**config.mk**
```make
export PLATFORM = sky130hd
export DESIGN_NAME = display_ctrl_flat
export DESIGN_NICKNAME = d
export VERILOG_FILES = /design/src/rtl/display_ctrl_if.sv /design/src/rtl/display_ctrl.sv /design/src/flat_wrapper.sv
export SDC_FILE = /design/constraint.sdc
export NUM_CORES = 1
export LEC_CHECK = 0
export CAP_MARGIN = 20
export CORE_ASPECT_RATIO = 0.6
export CORE_MARGIN = 2
export CORE_UTILIZATION = 53
export CTS_CLUSTER_DIAMETER = 150
export DETAILED_ROUTE_END_ITERATION = 7
export PLACE_DENSITY = 0.75
export SLEW_MARGIN = 25
export SYNTH_ARGS = -nofsm -noshare
export SYNTH_HDL_FRONTEND = slang
export SYNTH_SLANG_ARGS = --single-unit
```
**constraint.sdc**
```tcl
create_clock -name clk -period 2.61 [get_ports clk]
set_input_delay 0.261 -clock clk [delete_from_list [all_inputs] [get_ports clk]]
set_output_delay 0.261 -clock clk [all_outputs]
set_load 0.005 [all_outputs]
```
**src/rtl/display_ctrl_if.sv**
```systemverilog
`default_nettype none
// ---------------------------------------------------------------------------
// display_ctrl_if : core digit stream in, multiplexed 7-segment drive out
// Rev 1.0
// ---------------------------------------------------------------------------
interface display_ctrl_if;
  logic [1:0] status;
  logic [3:0] data;
  logic [3:0] pos;
  logic [7:0] an;
  logic [6:0] seg;
  logic       dp;
  logic       commit;

  // master = calculator core / display board side, slave = display_ctrl
  modport master (output status, data, pos, input an, seg, dp, commit);
  modport slave  (input status, data, pos, output an, seg, dp, commit);
endinterface
`default_nettype wire

```
**src/rtl/display_ctrl.sv**
```systemverilog
`default_nettype none
// ---------------------------------------------------------------------------
// display_ctrl : shadow-buffered 8-digit 7-segment scanner with error override
// Rev 1.0
// ---------------------------------------------------------------------------
module display_ctrl #(
  parameter int REFRESH_DIV = 50000,
  parameter int NUM_DIGITS  = 8
) (
  input  logic           clk,
  input  logic           rst_n,
  display_ctrl_if.slave  bus
);

  localparam int CW = (REFRESH_DIV > 2) ? $clog2(REFRESH_DIV) : 1;
  localparam logic [CW-1:0] c_cnt_max = CW'(REFRESH_DIV - 1);
  localparam logic [6:0] c_blank = 7'h7F;
  localparam logic [6:0] c_dash  = 7'b0111111;
  localparam logic [6:0] c_e     = 7'b0000110;
  localparam logic [6:0] c_r     = 7'b0101111;
  localparam logic [6:0] c_o     = 7'b0100011;

  typedef enum logic [1:0] {
    S_IDLE    = 2'd0,
    S_CAPTURE = 2'd1,
    S_COMMIT  = 2'd2,
    S_ERROR   = 2'd3
  } state_t;

  state_t          r_state;
  state_t          w_next;
  logic            w_clear;
  logic            w_wr;
  logic            w_load;

  logic [3:0]      r_shadow [NUM_DIGITS];
  logic [3:0]      r_bank   [NUM_DIGITS];
  logic [CW-1:0]   r_cnt;
  logic [2:0]      r_idx;
  logic [7:0]      r_an;
  logic [6:0]      r_seg;
  logic            r_dp;
  logic            r_commit;

  logic            w_print;
  logic            w_err;
  logic            w_pos_ok;
  logic [2:0]      w_wr_idx;
  logic [2:0]      w_msd;
  logic [6:0]      w_seg;
  logic [7:0]      w_an;
  logic            w_dp;

  function automatic logic [6:0] f_bcd7(input logic [3:0] d);
    case (d)
      4'd0:    f_bcd7 = 7'b1000000;
      4'd1:    f_bcd7 = 7'b1111001;
      4'd2:    f_bcd7 = 7'b0100100;
      4'd3:    f_bcd7 = 7'b0110000;
      4'd4:    f_bcd7 = 7'b0011001;
      4'd5:    f_bcd7 = 7'b0010010;
      4'd6:    f_bcd7 = 7'b0000010;
      4'd7:    f_bcd7 = 7'b1111000;
      4'd8:    f_bcd7 = 7'b0000000;
      4'd9:    f_bcd7 = 7'b0010000;
      default: f_bcd7 = c_dash;
    endcase
  endfunction

  assign w_print  = (bus.status == 2'b11);
  assign w_err    = (bus.status == 2'b00);
  assign w_pos_ok = (bus.pos >= 4'd1) && (bus.pos <= 4'd8);
  assign w_wr_idx = 3'(bus.pos - 4'd1);

  always_ff @(posedge clk or negedge rst_n) begin
    if (!rst_n) begin
      r_state <= S_IDLE;
    end else begin
      r_state <= w_next;
    end
  end

  // Starting a burst (from IDLE or straight out of COMMIT) clears the shadow
  // and still captures the digit presented on that edge, so no slot is lost.
  always_comb begin
    w_next  = r_state;
    w_clear = 1'b0;
    w_wr    = 1'b0;
    w_load  = 1'b0;
    if (w_err) begin
      w_next = S_ERROR;
    end else begin
      case (r_state)
        S_IDLE: begin
          if (w_print) begin
            w_next  = S_CAPTURE;
            w_clear = 1'b1;
            w_wr    = w_pos_ok;
          end
        end
        S_CAPTURE: begin
          if (w_print) begin
            w_wr = w_pos_ok;
          end else begin
            w_next = S_COMMIT;
            w_load = 1'b1;
          end
        end
        S_COMMIT: begin
          if (w_print) begin
            w_next  = S_CAPTURE;
            w_clear = 1'b1;
            w_wr    = w_pos_ok;
          end else begin
            w_next = S_IDLE;
          end
        end
        S_ERROR: w_next = S_ERROR;
        default: w_next = S_IDLE;
      endcase
    end
  end

  always_ff @(posedge clk or negedge rst_n) begin
    if (!rst_n) begin
      for (int i = 0; i < NUM_DIGITS; i++) begin
        r_shadow[i] <= '0;
        r_bank[i]   <= '0;
      end
    end else begin
      for (int i = 0; i < NUM_DIGITS; i++) begin
        if (w_load) begin
          r_bank[i] <= r_shadow[i];
        end
        if (w_wr && (w_wr_idx == 3'(i))) begin
          r_shadow[i] <= bus.data;
        end else if (w_clear) begin
          r_shadow[i] <= '0;
        end
      end
    end
  end

  always_ff @(posedge clk or negedge rst_n) begin
    if (!rst_n) begin
      r_cnt <= '0;
      r_idx <= '0;
    end else if (r_cnt == c_cnt_max) begin
      r_cnt <= '0;
      r_idx <= r_idx + 3'd1;
    end else begin
      r_cnt <= r_cnt + 1'b1;
    end
  end

  // Highest nonzero slot; anything above it is blanked, slot 0 always shown.
  always_comb begin
    w_msd = 3'd0;
    for (int i = 0; i < NUM_DIGITS; i++) begin
      if (r_bank[i] != 4'd0) begin
        w_msd = 3'(i);
      end
    end
  end

  always_comb begin
    w_seg = c_blank;
    if (r_state == S_ERROR) begin
      case (r_idx)
        3'd3:    w_seg = c_e;
        3'd2:    w_seg = c_r;
        3'd1:    w_seg = c_r;
        3'd0:    w_seg = c_o;
        default: w_seg = c_blank;
      endcase
    end else if (r_idx <= w_msd) begin
      w_seg = f_bcd7(r_bank[r_idx]);
    end
  end

  assign w_an = ~(8'd1 << r_idx);
  assign w_dp = ~((r_idx == 3'd0) && (bus.status == 2'b01));

  // an, seg and dp share one register stage so a slot change never ghosts.
  always_ff @(posedge clk or negedge rst_n) begin
    if (!rst_n) begin
      r_an     <= 8'hFF;
      r_seg    <= c_blank;
      r_dp     <= 1'b1;
      r_commit <= 1'b0;
    end else begin
      r_an     <= w_an;
      r_seg    <= w_seg;
      r_dp     <= w_dp;
      r_commit <= w_load;
    end
  end

  assign bus.an     = r_an;
  assign bus.seg    = r_seg;
  assign bus.dp     = r_dp;
  assign bus.commit = r_commit;

endmodule
`default_nettype wire

```
**src/flat_wrapper.sv**
```systemverilog
// flat-port wrapper written by rule: the top's interface ports become plain ports
module display_ctrl_flat 
#(
  parameter int REFRESH_DIV = 50000,
  parameter int NUM_DIGITS  = 8
)
  (clk, rst_n, bus_status, bus_data, bus_pos, bus_an, bus_seg, bus_dp, bus_commit);
  display_ctrl_if bus_i ();
  input  logic clk;
  input  logic rst_n;
  input wire logic [$bits(bus_i.status)-1:0] bus_status;
  input wire logic [$bits(bus_i.data)-1:0] bus_data;
  input wire logic [$bits(bus_i.pos)-1:0] bus_pos;
  output wire logic [$bits(bus_i.an)-1:0] bus_an;
  output wire logic [$bits(bus_i.seg)-1:0] bus_seg;
  output wire logic [$bits(bus_i.dp)-1:0] bus_dp;
  output wire logic [$bits(bus_i.commit)-1:0] bus_commit;
  assign bus_i.status = bus_status;
  assign bus_i.data = bus_data;
  assign bus_i.pos = bus_pos;
  assign bus_an = bus_i.an;
  assign bus_seg = bus_i.seg;
  assign bus_dp = bus_i.dp;
  assign bus_commit = bus_i.commit;
  display_ctrl #(.REFRESH_DIV(REFRESH_DIV), .NUM_DIGITS(NUM_DIGITS)) u_core (.clk(clk), .rst_n(rst_n), .bus(bus_i));
endmodule
```
==> flow_summary.toml <==
[pwr]
ir_drop_mv = 0.413
leakagePower_nw = 2.61
pwr-share-seq_pct = 43.4
power.density_nw_per_um2 = 804
comb_power_share_pct = 29.3
p_total_mw = 4.50
p_clk_share_pct = 27.3
switching_share_pct = 29.3
switchingPower_mw = 1.32
internal-power_mw = 3.18

[grt]
grt_pass1_vias = 3200
grt_use_total_pct = 21.9
grt_start_max_net_pins = 60
antenna_found_initial = 0
globalRoute.totalOverflow = 0
grt_pass1_wl_um = 16600

[floorplan]
io_pins = 29
rows = 26
dieArea_sq_um = 9830
start_util_pct = 55.5
core_region_area_sq_um = 8620
die_x_um = 127
die_h_um = 77.6

[layout]
area_delta_synth_final_pct = 17.0
fin_util_pct = 64.9
fill_cells = 637
layout_commonest_cell = "dfrtp_1"
drive_gt1_share_pct = 24.6
nets = 470
ff_latch_area_sq_um = 2570
mostFrequentLayoutCells = "dfrtp_1 (86), nand2_1 (69), mux2_2 (34)"
multi_input_area_sq_um = 2140
diodes = 0

[yosys]
async_flop_share_pct = 100
syn_area_sq_um = 4780
synthCells = 403
ys_ff_latch = 102
syn-num-nets = 430
synth-edff-count = 0
synth_cell_types = 55
synth_ff_type = "dfrtp_1"
seq_area_frac_synth_pct = 53.8
syn_avg_cell_area_sq_um = 11.9
yosys_warnings = 0

[cts]
numClockSinks = 102
cts_tree = "built"
htreeDepth = 3
cts_made_buffers = 9
path_clk_slew_ns = 0.07
clk-insertion-delay-late_ns = 0.35
cts-root-buf = "clkbuf_16"
cts_max_path_buffers = 2

[run_status]
violations = "negative setup slack"
status = "finished with violations"

[timing]
period_share_pct = 102
timing.final.ws_setup_ns = -0.0553
setup_viol_count_final = 4
period_minus_slack_ns = 2.67
relSlewSlack_pct = 53.3
final-hold-violation-count = 0
fin_skew_ns = 0.00618
fmax_mhz = 375
tightest_slew_ns = 0.701
rsz0062_at_grt = "true"
finalMaxSlewViolations = 0

[routing]
ant_nets = 0
dr.pass1.iters = 5
vias = 3160
via_per_inst = 5.64
dr.first_iter.drc_count = 254
routed_wl_um = 9940
remaining_drc_errors = 0
detail_route.wl_per_cell_um = 17.7

[run]
cap_violations = 0

[critical_path]
path_max_fanout = 6
end_kind = "flop"
worstPathArrival_ns = 2.93
critPathKind = "flop to flop"
cp-start-kind = "flop"
crit_required_ns = 2.88

[placement]
gp_congestion = 0.882
io_buffers = 28
dp_hpwl_um = 6980

[hold_path]
hp-class = "input port to async pin"
## repair_timing
item | in CTS | in global routing
resized for setup | 3 | 6
pin swaps | 0 | 0
endpoints found under the setup margin | 4 | 7
hold endpoints to repair | 38 | 0
hold buffers | 1 | 0
gates cloned | 0 | 0
setup buffers | 0 | 3
## power by group through the flow
stage | Combinational (mW) | Clock [mW] | Sequential (mW)
2_1_floorplan | 0.704 | 0 | 1.92
3_3_place_gp | 1.04 | 0 | 1.96
3_5_place_dp | 1.08 | 0 | 1.97
4_1_cts | 1.13 | 1.25 | 1.94
5_1_grt | 1.45 | 1.33 | 1.97
6_report | 1.32 | 1.23 | 1.95
## worst paths after layout
path                             startpoint                   to  slack (ns)  depth (start not counted)
setup / recovery           u_core.r_bank[9]    u_core.bus.seg[0]       -0.06                         11
hold / removal                        rst_n  u_core.r_shadow[18]        0.45                          2
setup reg to reg           u_core.r_bank[9]    u_core.bus.seg[0]       -0.06                         11
hold reg to reg             u_core.r_cnt[0]      u_core.r_cnt[0]        0.47                          1
max in group asynchronous             rst_n     u_core.bus.an[3]        1.41                          3
min in group clk            u_core.r_cnt[0]      u_core.r_cnt[0]        0.47                          1
## Yosys cell counts (all sizes together) (5+ instances only)
library cell,instances,area [sq um]
nand2,70,265
o21ai,23,115
a21oi,5,25.0
xor2,8,70.1
nand3,8,40.0
mux2i,19,203
buf,8,52.6
ha,15,188
inv,14,52.6
nand4,6,37.5
dfstp,16,420
dfrtp,86,2150
mux4,8,180
mux2,35,398
nor4,7,50.1
clkbuf,7,26.3
nor2,18,70.1
xnor2,7,61.3
## critical path, stage by stage (launching register included)
cell and delay [ns]:
dfrtp_1 0.40, or4_4 0.54, nand2b_4 0.16, a21oi_2 0.12, nor2_1 0.05, ha_1 0.30, nor2b_4 0.13, o21a_1 0.19
o31ai_4 0.22, buf_4 0.19, nand4_1 0.11, o311a_1 0.18
## final cells by class
| type | count | share of cell area, % |
|---|---|---|
| multi-input cells | 272 | 38.2 |
| inverters | 14 | 0.939 |
| well taps | 112 | 2.51 |
| flip-flops and latches | 102 | 46.0 |
| repair buffers | 44 | 7.60 |
| clock inverters | 5 | 0.626 |
| clock buffers | 11 | 4.16 |
## stage by stage
| stage | hold WS (ns) | TNS (ns) | setup WS (ns) | cell area (sq um) | instances |
|---|---|---|---|---|---|
| floorplan | -0.0346 | 0 | 0.0422 | 4780 | 403 |
| finish | 0.446 | -0.174 | -0.0553 | 5590 | 560 |
| detailed placement | 0.295 | -0.229 | -0.0670 | 5240 | 540 |
| global placement | 0.291 | 0 | 0.0278 | 5240 | 540 |
| CTS | 0.462 | -0.0994 | -0.0353 | 5540 | 557 |
| global route | 0.511 | -0.489 | -0.136 | 5590 | 560 |
## sequential cells by signal, indices dropped and copies added, names as in the netlist
register / count
u_core.bus.commit: 1
u_core.bus.an: 8
u_core.bus.dp: 1
u_core.bus.seg: 7
u_core.r_bank: 32
u_core.r_state: 2
u_core.r_idx: 3
u_core.r_cnt: 16
u_core.r_shadow: 32
## kinds of logic after synthesis
group                    share of synthesized area, %
AO/OA/AOI/OAI                                    5.70
XOR/XNOR                                         2.75
adder cells (fa/ha/maj)                          3.92
buffers and inverters                            2.75
flip-flops                                       53.8
multiplexers                                     16.3
AND/OR/NAND/NOR                                  14.8
## routing by layer
layer,track usage (%),up-vias,part of all wire (%)
li1,-,1482,-
met1,33.5,1610,52
met2,31.3,61,42
met3,5.38,7,5.6
met4,5.49,0,0.86
met5,0,-,0
Power figures use the tool's default switching activity.
